File: src/rtl/ploader_pkg.sv
// rtl/ploader_pkg.sv - shared types and constants for the program loader
// Purpose: FSM state encoding and sizing constants used by prog_loader and
//          its byte-to-word assembler.
// Ports:   none (package).
package ploader_pkg;

    localparam int HDR_BYTES      = 4;
    localparam int WORDS_PER_LINE = 4;
    localparam int ADDR_LEN       = 32;
    localparam int DATA_LEN       = 128;

    typedef enum logic [1:0] {
        ST_HDR  = 2'd0,
        ST_DATA = 2'd1,
        ST_CHK  = 2'd2,
        ST_DONE = 2'd3
    } state_t;

endpackage

File: src/rtl/ploader_word_asm.sv
// rtl/ploader_word_asm.sv - little-endian byte to 32-bit word assembler
// Purpose: collects accepted bytes into 32-bit words, first byte in [7:0].
//          word_done_o pulses combinationally in the cycle the 4th byte of a
//          word is presented, with word_o holding the complete word.
// Ports:   clk, reset      - clock, synchronous active-high reset
//          byte_valid_i    - a byte is accepted this cycle
//          byte_i          - the accepted byte
//          word_done_o     - this byte completes a word
//          word_o          - the completed word (valid with word_done_o)
module ploader_word_asm (
    input  logic        clk,
    input  logic        reset,
    input  logic        byte_valid_i,
    input  logic [7:0]  byte_i,
    output logic        word_done_o,
    output logic [31:0] word_o
);

    logic [1:0]  cnt_q;
    logic [23:0] sh_q;

    // Bytes enter at the top and move down, so after three bytes sh_q holds
    // {b2, b1, b0} and the fourth byte completes {b3, b2, b1, b0}.
    always_ff @(posedge clk) begin
        if (reset) begin
            cnt_q <= 2'd0;
            sh_q  <= 24'd0;
        end else if (byte_valid_i) begin
            cnt_q <= cnt_q + 2'd1;
            sh_q  <= {byte_i, sh_q[23:8]};
        end
    end

    assign word_done_o = byte_valid_i && (cnt_q == 2'd3);
    assign word_o      = {byte_i, sh_q};

endmodule

File: src/rtl/prog_loader.sv
// rtl/prog_loader.sv - byte-stream program loader writing dmem words and imem lines
// Purpose: parses a 4-byte little-endian line count L, then 16*L data bytes,
//          issuing a dmem word write per 4 bytes and an imem line write per
//          4 words. Defining PLOADER_CHECKSUM_EN adds a trailing 4-byte
//          checksum (mod-2^32 sum of data words) reported through err.
// Ports:   clk, reset          - clock, synchronous active-high reset
//          in_valid, in_data   - incoming byte stream
//          in_ready            - a byte is accepted when in_valid && in_ready
//          addr                - byte address of the current write
//          data                - last four words, newest in [127:96]
//          we_32, we_128       - one-cycle word / line write strobes
//          done, err           - sticky completion / checksum-mismatch flags
module prog_loader
    import ploader_pkg::*;
(
    input  logic                clk,
    input  logic                reset,
    input  logic                in_valid,
    input  logic [7:0]          in_data,
    output logic                in_ready,
    output logic [ADDR_LEN-1:0] addr,
    output logic [DATA_LEN-1:0] data,
    output logic                we_32,
    output logic                we_128,
    output logic                done,
    output logic                err
);

`ifdef PLOADER_CHECKSUM_EN
    localparam state_t ST_AFTER_DATA = ST_CHK;
`else
    localparam state_t ST_AFTER_DATA = ST_DONE;
`endif

    state_t              state_q, state_d;
    logic [1:0]          hdr_cnt_q, hdr_cnt_d;
    logic [23:0]         hdr_sh_q, hdr_sh_d;
    logic [31:0]         len_q, len_d;
    logic [29:0]         word_idx_q, word_idx_d;
    logic [31:0]         line_cnt_q, line_cnt_d;
    logic [ADDR_LEN-1:0] addr_q, addr_d;
    logic [DATA_LEN-1:0] data_q, data_d;
    logic                we32_q, we32_d;
    logic                we128_q, we128_d;
    logic                done_q, done_d;
`ifdef PLOADER_CHECKSUM_EN
    logic [31:0]         sum_q, sum_d;
    logic                mis_q, mis_d;
    logic                err_q, err_d;
`endif

    logic        accept;
    logic [31:0] hdr_word;
    logic        word_done;
    logic [31:0] word;
    logic        line_end;
    logic        last_line;

    assign in_ready = !reset && (state_q != ST_DONE);
    assign accept   = in_valid && in_ready;
    // Header and checksum share one little-endian byte collector.
    assign hdr_word = {in_data, hdr_sh_q};

    ploader_word_asm u_word_asm (
        .clk          (clk),
        .reset        (reset),
        .byte_valid_i (accept && (state_q == ST_DATA)),
        .byte_i       (in_data),
        .word_done_o  (word_done),
        .word_o       (word)
    );

    assign line_end  = word_done && (word_idx_q[1:0] == 2'(WORDS_PER_LINE - 1));
    assign last_line = line_end && (line_cnt_q == len_q - 32'd1);

    always_comb begin
        state_d    = state_q;
        hdr_cnt_d  = hdr_cnt_q;
        hdr_sh_d   = hdr_sh_q;
        len_d      = len_q;
        word_idx_d = word_idx_q;
        line_cnt_d = line_cnt_q;
        addr_d     = addr_q;
        data_d     = data_q;
        we32_d     = 1'b0;
        we128_d    = 1'b0;
        // done trails entry into DONE by one cycle.
        done_d     = done_q | (state_q == ST_DONE);
`ifdef PLOADER_CHECKSUM_EN
        sum_d      = sum_q;
        mis_d      = mis_q;
        err_d      = err_q | ((state_q == ST_DONE) && mis_q);
`endif
        case (state_q)
            ST_HDR: begin
                if (accept) begin
                    hdr_cnt_d = hdr_cnt_q + 2'd1;
                    hdr_sh_d  = {in_data, hdr_sh_q[23:8]};
                    if (hdr_cnt_q == 2'(HDR_BYTES - 1)) begin
                        len_d   = hdr_word;
                        state_d = (hdr_word == 32'd0) ? ST_AFTER_DATA : ST_DATA;
                    end
                end
            end
            ST_DATA: begin
                if (word_done) begin
                    we32_d     = 1'b1;
                    addr_d     = {word_idx_q, 2'b00};
                    data_d     = {word, data_q[DATA_LEN-1:32]};
                    word_idx_d = word_idx_q + 30'd1;
`ifdef PLOADER_CHECKSUM_EN
                    sum_d      = sum_q + word;
`endif
                    if (line_end) begin
                        we128_d    = 1'b1;
                        line_cnt_d = line_cnt_q + 32'd1;
                    end
                    if (last_line) begin
                        state_d = ST_AFTER_DATA;
                    end
                end
            end
`ifdef PLOADER_CHECKSUM_EN
            ST_CHK: begin
                if (accept) begin
                    hdr_cnt_d = hdr_cnt_q + 2'd1;
                    hdr_sh_d  = {in_data, hdr_sh_q[23:8]};
                    if (hdr_cnt_q == 2'(HDR_BYTES - 1)) begin
                        mis_d   = (hdr_word != sum_q);
                        state_d = ST_DONE;
                    end
                end
            end
`endif
            default: begin
            end
        endcase
    end

    always_ff @(posedge clk) begin
        if (reset) begin
            state_q    <= ST_HDR;
            hdr_cnt_q  <= 2'd0;
            hdr_sh_q   <= 24'd0;
            len_q      <= 32'd0;
            word_idx_q <= 30'd0;
            line_cnt_q <= 32'd0;
            addr_q     <= '0;
            data_q     <= '0;
            we32_q     <= 1'b0;
            we128_q    <= 1'b0;
            done_q     <= 1'b0;
`ifdef PLOADER_CHECKSUM_EN
            sum_q      <= 32'd0;
            mis_q      <= 1'b0;
            err_q      <= 1'b0;
`endif
        end else begin
            state_q    <= state_d;
            hdr_cnt_q  <= hdr_cnt_d;
            hdr_sh_q   <= hdr_sh_d;
            len_q      <= len_d;
            word_idx_q <= word_idx_d;
            line_cnt_q <= line_cnt_d;
            addr_q     <= addr_d;
            data_q     <= data_d;
            we32_q     <= we32_d;
            we128_q    <= we128_d;
            done_q     <= done_d;
`ifdef PLOADER_CHECKSUM_EN
            sum_q      <= sum_d;
            mis_q      <= mis_d;
            err_q      <= err_d;
`endif
        end
    end

    assign addr   = addr_q;
    assign data   = data_q;
    assign we_32  = we32_q;
    assign we_128 = we128_q;
    assign done   = done_q;
`ifdef PLOADER_CHECKSUM_EN
    assign err    = err_q;
`else
    assign err    = 1'b0;
`endif

endmodule

File: config.mk
export PLATFORM = sky130hd
export DESIGN_NAME = prog_loader
export DESIGN_NICKNAME = d
export VERILOG_FILES = /design/src/rtl/ploader_pkg.sv /design/src/rtl/ploader_word_asm.sv /design/src/rtl/prog_loader.sv
export SDC_FILE = /design/constraint.sdc
export NUM_CORES = 1
export LEC_CHECK = 0
export BUFFER_PORTS_ARGS = -buffer_cell sky130_fd_sc_hd__buf_2
export CORE_MARGIN = 3
export CORE_UTILIZATION = 45
export DETAILED_ROUTE_END_ITERATION = 8
export PLACE_DENSITY_LB_ADDON = 0.1
export SETUP_SLACK_MARGIN = 0.05
export SYNTH_ARGS = -nofsm -noshare
export SYNTH_HDL_FRONTEND = slang
export SYNTH_SLANG_ARGS = --single-unit
File: constraint.sdc
create_clock -name clk -period 3.75 [get_ports clk]
set_clock_uncertainty 0.15 [all_clocks]
set_input_delay 0.5625 -clock clk [delete_from_list [all_inputs] [get_ports clk]]
set_output_delay 0.5625 -clock clk [all_outputs]
set_load 0.1 [all_outputs]
---- After elaboration in Yosys (flattened, before gate mapping) ----
Cells that the tools add are included.
operators by class
  add/sub/neg operators ................... 5
  eq/ne operators ......................... 11
  mux-type cells .......................... 8
  bitwise logic cells ..................... 3
  reduce and logical (&&, ||, !) cells .... 17
operator list
  cell                   count
  $add 32x1->32 const B  1
  $eq 32x32->1           1
  $logic_not 32->1       1
  $sub 32x1->32 const B  1
  $add 30x1->30 const B  1
  $mux 2                 5
  $ne 2x2->1 const B     5
  $eq 2x2->1 const B     4
  $logic_and 1x1->1      6
  $reduce_and 3->1       2
  $reduce_and 5->1       1
  $add 2x1->2 const B    2
  $pmux 2 s2             1
  $reduce_and 2->1       2
  $reduce_or 3->1        1
  $eq 2x1->1 const B     1
  $logic_not 2->1        1
  $mux 1                 2
  $not 1->1              2
  $reduce_bool 2->1      1
  $reduce_or 2->1        1
  $logic_not 1->1        1
  $or 1x1->1             1
storage, ports and cells
  bits in registers ....................... 309
  input port bits ......................... 11
  output and inout bits ................... 165
  logic and storage cells ................. 57

---- Longest topological paths before layout ----
Gate-level depths: netlist of run 1.
  depth in word-level cells ............... 10
  gate-level depth with buffers ........... 11
  mapped depth without buffers ............ 10

---- By module ----
A second synthesis of run 1 with hierarchy kept.
unflattened totals
  cells, all modules ...................... 1,546
  area total of the unflattened synthesis .. 12,498.2 sq um
modules (own cells, without submodules)
  module            instances  cells each  area each (sq um)  seq. area each (sq um)
  prog_loader       1          1,452       11,474.8           5,665.4
  ploader_word_asm  1          94          1,023.5            520.5

---- Worst setup path before layout of run 1 ----
OpenSTA, ideal clock, no wires.
  path kind ............................... input -> output
  start ................................... input port reset
  end ..................................... output port in_ready
  data arrival time ....................... 2.614 ns
  required time ........................... 3.037 ns
  path slack .............................. 0.423 ns
  stages on the path ...................... 4
  buffers on the path ..................... 3
  path through ............................ clkbuf_1 -> clkbuf_1 -> clkbuf_1 -> a21oi_1
between the ends
  longest elaborated chain between the ends .. 2
RTL lines
  item               line               text
  start, declared    prog_loader.sv:17  input logic reset,
  $logic_not 1->1    prog_loader.sv:59  assign in_ready = !reset && (state_q != ST_DONE);
  $logic_and 1x1->1  prog_loader.sv:59
  end, declared      prog_loader.sv:20  output logic in_ready,
No other way between the ends.

---- Final worst setup path of run 1 ----
  start ................................... register len_q[13]
  end ..................................... register state_q[1]
between the ends
  longest elaborated chain between the ends .. 5
RTL lines
  item                        line                text
  start, declared             prog_loader.sv:38   logic [31:0] len_q, len_d;
  start signal, assigned      prog_loader.sv:162  len_q <= len_d;
  $sub 32x1->32               prog_loader.sv:74   assign last_line = line_end && (line_cnt_q == len_q - 32'd1);
  $eq 32x32->1                prog_loader.sv:74
  $logic_and 1x1->1           prog_loader.sv:74
  $ne 2x2->1 (no line)        --
  $reduce_and 5->1 (no line)  --
  end signal, assigned        prog_loader.sv:159  state_q <= state_d;
  end, declared               prog_loader.sv:35   state_t state_q, state_d;
No other way between the ends.
A chain may end at the register's enable or synchronous reset.

==> metrics.txt, run 1 <==
run status complete, no violations; Psw 1.41 mW; number of fill cells 2,634; routed len/inst 15.3 um; CTS tree done; I/O Pins 176; syn avg cell area 7.97 um2; First DRT Iteration DRCs 733; DR pass1 iterations 5; Setup crit start kind register; Max clock buf depth 3; vias 10,722; max-cap violations 0; WL met3 2080 um; number of global-route vias before repair 9,564; CP endpoint state_q[1]$_SDFFE_PP0P_; sw frac 20.9%; Slew HR 28.2%; post-CTS sizing 0; total congestion overflow 0; CP max FO 8; Residual DRC 0; first-pass GRT wire length 50,200 um; dominant synthesized flop cell dfxtp_1; number of diodes 0; internal power 5.32 mW; fmax 0.337 GHz; Cell Rows 60; Die ar. 29,700 um2; synthesized area 12,500 um2; layout cell share with drive strength beyond 1 15.4%; leakage 5.77 nW; postcts setup bufs 0; post-route ant nets 0; initial antenna violation count 1; initial core utilization 46.0%; Synth Warn # 0; gr usage total 20.5%; Area Growth Syn to Fin 17.6%; Worst Setup Path Type register to register; Total Wirelength 32,000 um; #FFs+latches synth 309; H-tree levels 2; largest net degree at the start of global routing 160; Die W 172 um; Cell variety after synth 62; hold violation total from the final report 0; endpoints failing setup 0; clock sink total 309; CTS Hold Bufs 0; die span in y 172 um; Seq/Total Area, Yosys 49.6%; final critical-path required period 2.97 ns; Cell Pwr Density 459 nW/um2; DR vias/cell 5.15; max layer used met5; sequential power share 49.0%; Hold Crit Class input port to register; global placer's final weighted congestion 0.850; reg2reg path depth 8; CTS buffer count 35; clock root buffer clkbuf_16; Total Power 6.73 mW; Syn Inst Count 1,564; port bufs 172; Setup crit start len_q[13]$_SDFFE_PP0P_; crit path capture type register; WL met2 13,500 um; actual slew at the worst max-slew pin 1.08 ns; clock-pin slew on the worst setup and hold paths 0.05 ns; hold_ws 0.204 ns; Post-synth EDFFs 0; max-slew violations 0; peak supply drop 0.000356 V; reg-to-reg slack, setup 0.78 ns; commonest non-fill, non-tap cell in the layout nand2_1; Final #Nets 1,702; Crit path arrival time 3.25 ns; fin crit share 79.2%; core area 27,100 um2; Clock Latency Late Sink 0.51 ns; R2R Path End state_q[1]$_SDFFE_PP0P_; Clk pwr share 49.1%; setup TNS 0 ns; RSZ-0062 raised after global routing no; dpl hpwl 21,500 um; share of power burned in combinational logic 1.8%; Post-synth ARST share 0%; r2r startpoint len_q[13]$_SDFFE_PP0P_; Worst Path Required 4.03 ns; M1 WL 15,800 um; leading cell types in the layout, fill and taps excluded 516 x nand2_1, 309 x dfxtp_1, 234 x a21oi_1, 171 x buf_2, 86 x nor2_1
critical path, cell delays in order (launching register included):
cell and delay (ns):
dfxtp_1 0.39, or4_4 0.62, or4_4 0.55, nor4_2 0.19, mux2i_1 0.21, nand2_1 0.11, a2111oi_2 0.33, nand4_1 0.17
a211oi_2 0.18
registers in the layout (all words and copies together) (netlist names):
signal and cells:
u_word_asm.sh_q 24, line_cnt_q 32, addr 30, hdr_cnt_q 2
len_q 32, hdr_sh_q 24, we_128 1, data 128
state_q 2, we_32 1, u_word_asm.cnt_q 2, word_idx_q 30
done 1
power groups by stage:
stage | logic, mW | registers [mW] | clock network, mW
6_report | 0.123 | 3.30 | 3.30
3_5_place_dp | 0.124 | 3.37 | 0
2_1_floorplan | 0.0907 | 3.37 | 0
3_3_place_gp | 0.124 | 3.37 | 0
4_1_cts | 0.124 | 3.30 | 3.40
5_1_grt | 0.133 | 3.30 | 3.53
per-layer routing:
metal	global-route usage, %	up-vias
li1	-	5393
met1	30.9	5009
met2	30.0	272
met3	4.39	46
met4	4.96	2
met5	0	-
cell usage after synthesis, drive strengths merged, types with 4 or more instances:
library cell,count,area share (%)
nand2,519,16
nand3b,25,1.5
xnor2,43,3.0
ha,5,0.50
nor2,88,2.7
xor2,53,3.7
mux2i,5,0.40
nor4,17,1.1
and2,5,0.25
clkbuf,83,2.5
nand2b,4,0.20
and4,10,0.71
nor3,21,1.0
a21oi,234,9.4
dfxtp,309,50
and3,16,0.80
nand3,27,1.2
or3,10,0.50
buf,18,0.94
or4,6,0.48
inv,12,0.36
o21ai,8,0.32
nand4,14,0.80
layout make-up:
class / count / area, um2 / area share (%)
timing repair buffer: 185 / 1010 / 6.86
clock buffer: 59 / 1110 / 7.55
sequential: 309 / 6190 / 42.2
tap: 372 / 465 / 3.18
clock inverter: 3 / 30.0 / 0.205
inverter: 12 / 47.5 / 0.324
multi-input combinational: 1143 / 5820 / 39.7
cell families after synthesis:
group	Yosys count	synth area share (%)
AO/OA/AOI/OAI	261	11.2
XOR/XNOR	96	6.75
adder cells (fa/ha/maj)	5	0.502
buffers and inverters	114	3.87
flip-flops	309	49.6
multiplexers	6	0.492
other	1	0.0301
AND/OR/NAND/NOR	772	27.5
through the flow:
stage	instance area (um2)	util [%]	cells	setup slack, ns
after CTS	14700	54.1	2083	0.768
after floorplan	12500	-	1566	0.423
final	14700	54.1	2083	0.779
after global placement	13500	49.9	2021	0.616
after global routing	14700	54.1	2083	0.574
after detailed placement	13500	49.9	2021	0.651
worst min-delay path by stage:
stage / from / to / slack, ns / depth (start not counted)
after floorplan: u_word_asm.sh_q[15]$_SDFFE_PP0P_ / data[111]$_SDFFE_PP0P_ / 0.28 / 2
after global placement: data[6]$_SDFFE_PP0P_ / data[6]$_SDFFE_PP0P_ / 0.29 / 2
after detailed placement: data[25]$_SDFFE_PP0P_ / data[25]$_SDFFE_PP0P_ / 0.29 / 2
after CTS: in_data[3] / data[123]$_SDFFE_PP0P_ / 0.18 / 3
after global routing: in_data[3] / data[123]$_SDFFE_PP0P_ / 0.19 / 3
final: in_data[3] / data[123]$_SDFFE_PP0P_ / 0.20 / 3
Note: power is estimated with default switching activity, not from simulation.
==> inputs of run 2 (changes only) <==
- clock period: 3.75 -> 2.55 ns (I/O delays scaled with it)
==> run 2 against run 1 <==
The run now ends with negative setup slack left. Die area stayed put. Sequential share of layout area fell by 1.3 points. Worst hold slack worse by 0.17 ns. Cell count up 2.9%. Core utilization is 1.8 points higher. Critical path type unchanged. Highest routed layer is now met4.
==> metrics.txt, run 2 (synthesized netlist as in run 1, its figures left out) <==
Crit path arrival time 2.95 ns; First DRT Iteration DRCs 755; Crit-path slowest cell or4_4; clock-pin slew on the worst setup and hold paths 0.06 ns; CP max FO 2; number of diodes 0; crit path capture type register; endpoints failing setup 1; worst setup margin -0.111 ns; actual slew at the worst max-slew pin 0.875 ns; register area 6190 um2; hold_ws 0.0390 ns; Cell Pwr Density 646 nW/um2; reg-to-reg slack, setup -0.11 ns; DR pass1 iterations 5; Clock Latency Late Sink 0.51 ns; hold violation total from the final report 0; Cell Rows 60; Area Growth Syn to Fin 21.5%; setup TNS -0.111 ns; Die ar. 29,700 um2; Setup crit start len_q[13]$_SDFFE_PP0P_; number of global-route vias before repair 9,887; gr usage total 21.3%; Most Frequent Cell on Critical Path or4_4; Total Power 9.79 mW; largest net degree at the start of global routing 108; I/O Pins 176; Slew HR 41.7%; Final Core Density 55.9%; routed len/inst 15.3 um; multi-input logic area 5850 um2; CP endpoint state_q[1]$_SDFFE_PP0P_; Setup crit start kind register; Max clock buf depth 3; core area 27,100 um2; H-tree levels 2; worst-path cell chain or4_4 > or4_4 > nor4_4 > mux2i_1 > nand2_1 > a2111oi_2 > nand4_1 > a211oi_2; final instance area 15,100 um2; max-cap violations 0; Hold Crit Class input port to register; pre-CTS setup slack -0.225 ns; post-place instance area 14,000 um2; leading cell types in the layout, fill and taps excluded 516 x nand2_1, 309 x dfxtp_1, 233 x a21oi_1, 171 x buf_2, 86 x nor2_1; RSZ-0062 raised after global routing yes; first-pass GRT wire length 51,700 um; global placer's final weighted congestion 0.877; Die W 172 um; max incr delay on CP 0.57 ns; post-route ant nets 0; Final #Nets 1,763; fin crit share 104%; Total Wirelength 32,700 um; number of fill cells 2,588; initial antenna violation count 0; R2R Path End state_q[1]$_SDFFE_PP0P_; post-placement cell count 2,082; Worst Path Required 2.83 ns; vias 10,882; r2r startpoint len_q[13]$_SDFFE_PP0P_; max-slew violations 0; initial core utilization 46.0%; Worst Setup Path Type register to register; run status finished with violations; total congestion overflow 0; CTS tree done; clock sink total 309; reg2reg path depth 8; DR vias/cell 5.08; CTS buffer count 34; Worst Hold Launch in_data[6]; final critical-path required period 2.66 ns; Finished Layout Cells 2,144; clock root buffer clkbuf_16; port bufs 172; dpl hpwl 22,900 um; layout cell share with drive strength beyond 1 18.8%; leakage 6.09 nW; number of flip-flops under the largest register name 128; commonest non-fill, non-tap cell in the layout nand2_1; failing checks negative setup slack; fmax 0.376 GHz; Residual DRC 0; peak supply drop 0.000402 V; die span in y 172 um
run 2: where the power goes:
part	total (mW)	switching [mW]	internal (mW)
Clock	4.75	1.94	2.81
Sequential	4.85	0.0119	4.84
Combinational	0.187	0.150	0.0376
run 2: worst min-delay path by stage:
stage | endpoint | slack [ns] | cells past startpoint
floorplan | data[111]$_SDFFE_PP0P_ | 0.28 | 2
global placement | data[24]$_SDFFE_PP0P_ | 0.29 | 2
detailed placement | data[28]$_SDFFE_PP0P_ | 0.29 | 2
CTS | data[126]$_SDFFE_PP0P_ | 0.01 | 3
global route | data[126]$_SDFFE_PP0P_ | 0.02 | 3
finish | data[126]$_SDFFE_PP0P_ | 0.04 | 3
run 2: repair_timing:
action | 4_1_cts | 5_1_grt
setup buffers | 0 | 0
pin swaps | 4 | 1
resized for setup | 0 | 4
endpoints found under the setup margin | 1 | 5
endpoints found under the hold margin | 1 | 0
hold buffers | 1 | 0
run 2: routing by layer:
layer	part of all wire, %	wire length, um	GRT usage (%)	vias up
met5	0	0	0	-
met4	1.6	514	5.28	0
met3	6.2	2040	4.02	38
li1	-	-	-	5508
met1	49	16000	31.3	5052
met2	43	14200	32.5	284
run 2: cell type report:
cell class / count / share of cell area [%]
Clock buffer: 48 / 6.50
Clock inverter: 13 / 0.744
Inverter: 12 / 0.314
Multi-Input combinational cell: 1143 / 38.6
Sequential cell: 309 / 40.9
Tap cell: 372 / 3.07
Timing Repair Buffer: 247 / 9.90
run 2: worst max-delay path, delay by kind of cell, from the launching register on:
kind / cells / cell delay [ns]
AOI/OAI and AO/OA: 2 / 0.39
muxes: 1 / 0.20
and+or+nand+nor: 5 / 1.54
DFF: 1 / 0.31
==> inputs of run 3 (changes only) <==
- CORE_UTILIZATION: 45 -> 37
- REMOVE_ABC_BUFFERS: default -> 1
==> run 3 against run 2 <==
Flip-flop and latch count is the same. Die area grew 21%. Core utilization fell by 9.4 points. Fmax is 0.72% higher. Highest routed layer unchanged. Combinational power is essentially flat. Via count is 1.8% lower. Critical path type unchanged. Clock power rose by 4%. Global-route usage is 4.3 points lower. Sequential power about the same. Total power grew 1.9%. The run still ends with negative setup slack left.
==> metrics.txt, run 3 (synthesized netlist as in run 1, its figures left out) <==
fin crit share 104%; post-route ant nets 0; number of cells on the critical path 8; Area Growth Syn to Fin 22.5%; commonest non-fill, non-tap cell in the layout nand2_1; Most Frequent Cell on Critical Path or4_4; DR vias/cell 4.83; clock root buffer clkbuf_16; RSZ-0062 raised after global routing yes; first-pass GRT wire length 51,500 um; Total Wirelength 31,800 um; endpoints failing setup 1; DR pass1 iterations 4; number of flip-flops under the largest register name 128; vias 10,688; Final #Nets 1,764; Max clock buf depth 3; dpl hpwl 21,400 um; Final Core Density 46.5%; worst setup margin -0.0923 ns; postcts setup bufs 0; actual slew at the worst max-slew pin 0.920 ns; hold violation total from the final report 0; total congestion overflow 0; hold depth 3; Crit path arrival time 2.93 ns; Setup crit start kind register; Crit-path slowest cell or4_4; number of global-route vias before repair 10,038; peak supply drop 0.000511 V; clock-pin slew on the worst setup and hold paths 0.06 ns; run status finished with violations; routed len/inst 14.4 um; Die W 190 um; reg2reg path depth 8; number of diodes 0; clock sink total 309; Slew HR 38.7%; R2R Path End state_q[1]$_SDFFE_PP0P_; reg-to-reg slack, setup -0.09 ns; Worst Setup Path Type register to register; layout cell share with drive strength beyond 1 18.5%; initial core utilization 37.9%; Clock Latency Late Sink 0.51 ns; fmax 0.378 GHz; Worst Path Required 2.83 ns; die span in y 190 um; I/O Pins 176; Worst Hold Launch in_data[1]; initial antenna violation count 0; core area 32,900 um2; Die ar. 35,900 um2; max-cap violations 0; leading cell types in the layout, fill and taps excluded 516 x nand2_1, 308 x dfxtp_1, 234 x a21oi_1, 171 x buf_2, 86 x nor2_1; Residual DRC 0; H-tree levels 2; port bufs 172; crit path capture type register; r2r startpoint len_q[13]$_SDFFE_PP0P_; Cell Pwr Density 653 nW/um2; Crit path max-delay family simple AND/OR/NAND/NOR gates; Hold Crit Class input port to register; gr usage total 17.0%; failing checks negative setup slack; number of fill cells 3,428; CTS buffer count 36; worst-path cell chain or4_4 > or4_4 > nor4_4 > mux2i_1 > nand2_1 > a2111oi_4 > nand4_1 > a211oi_2; CP max FO 2; largest net degree at the start of global routing 208; max-slew violations 0; CTS tree done; setup TNS -0.0923 ns; hold path endpoint data[121]$_SDFFE_PP0P_; Total Power 9.98 mW; leakage 6.09 nW; hold_ws 0.0274 ns; final critical-path required period 2.64 ns; Cell Rows 66; global placer's final weighted congestion 0.886; final instance area 15,300 um2; max incr delay on CP 0.58 ns; CP bufs+invs 0; First DRT Iteration DRCs 542; post-place instance area 14,100 um2
==> run 3: changes by cell type in the layout (fill, tap and decap cells not counted), moves of 2 or more <==
cell and delta:
clkinvlp_4 +2, clkbuf_16 +2, clkinv_2 -5, clkbuf_1 +4, clkbuf_8 -2
==> run 3: cell type report <==
type / count / area, um2 / area share [%]
clock buffers: 52 / 1020 / 6.69
clock inverters: 9 / 115 / 0.754
inverters: 12 / 47.5 / 0.311
multi-input cells: 1143 / 5860 / 38.3
flip-flops and latches: 309 / 6190 / 40.5
well taps: 442 / 553 / 3.62
repair buffers: 246 / 1490 / 9.77
==> run 3: per-layer routing <==
layer	track usage, %	share of wire, %	up-vias
li1	-	-	5513
met1	24.2	49	4944
met2	26.9	44	188
met3	3.13	4.4	43
met4	4.24	1.8	0
met5	0	0	-
==> run 3: how the worst max path moves through the flow <==
stage / from / slack (ns) / end
floorplan: state_q[1]$_SDFFE_PP0P_ / -3.45 / word_idx_q[0]$_SDFFE_PP0P_
global placement: len_q[9]$_SDFFE_PP0P_ / -0.27 / state_q[1]$_SDFFE_PP0P_
detailed placement: len_q[9]$_SDFFE_PP0P_ / -0.30 / state_q[1]$_SDFFE_PP0P_
CTS: len_q[21]$_SDFFE_PP0P_ / -0.12 / state_q[1]$_SDFFE_PP0P_
global route: len_q[13]$_SDFFE_PP0P_ / -0.19 / state_q[1]$_SDFFE_PP0P_
finish: len_q[13]$_SDFFE_PP0P_ / -0.09 / state_q[1]$_SDFFE_PP0P_
==> run 3: timing repair <==
item | in CTS | in global routing
hold buffers | 1 | 0
resized for setup | 1 | 5
hold endpoints to repair | 1 | 0
endpoints found under the setup margin | 1 | 1
pin swaps | 3 | 2
==> run 3: power by group <==
part,switching (mW),internal (mW)
Clock,1.96,2.98
Combinational,0.149,0.0398
Sequential,0.0115,4.84
==> run 3: worst reg2reg max path, stage by stage, from the launching register on <==
cell and delay (ns):
dfxtp_2 0.31, or4_4 0.53, or4_4 0.58, nor4_4 0.16
mux2i_1 0.21, nand2_1 0.12, a2111oi_4 0.19, nand4_1 0.14
a211oi_2 0.18
==> run 3: through the flow <==
step | std cells | setup slack (ns)
final | 2213 | -0.0923
after global routing | 2213 | -0.187
after CTS | 2213 | -0.124
after detailed placement | 2151 | -0.305
after global placement | 2151 | -0.269
after floorplan | 1464 | -3.45
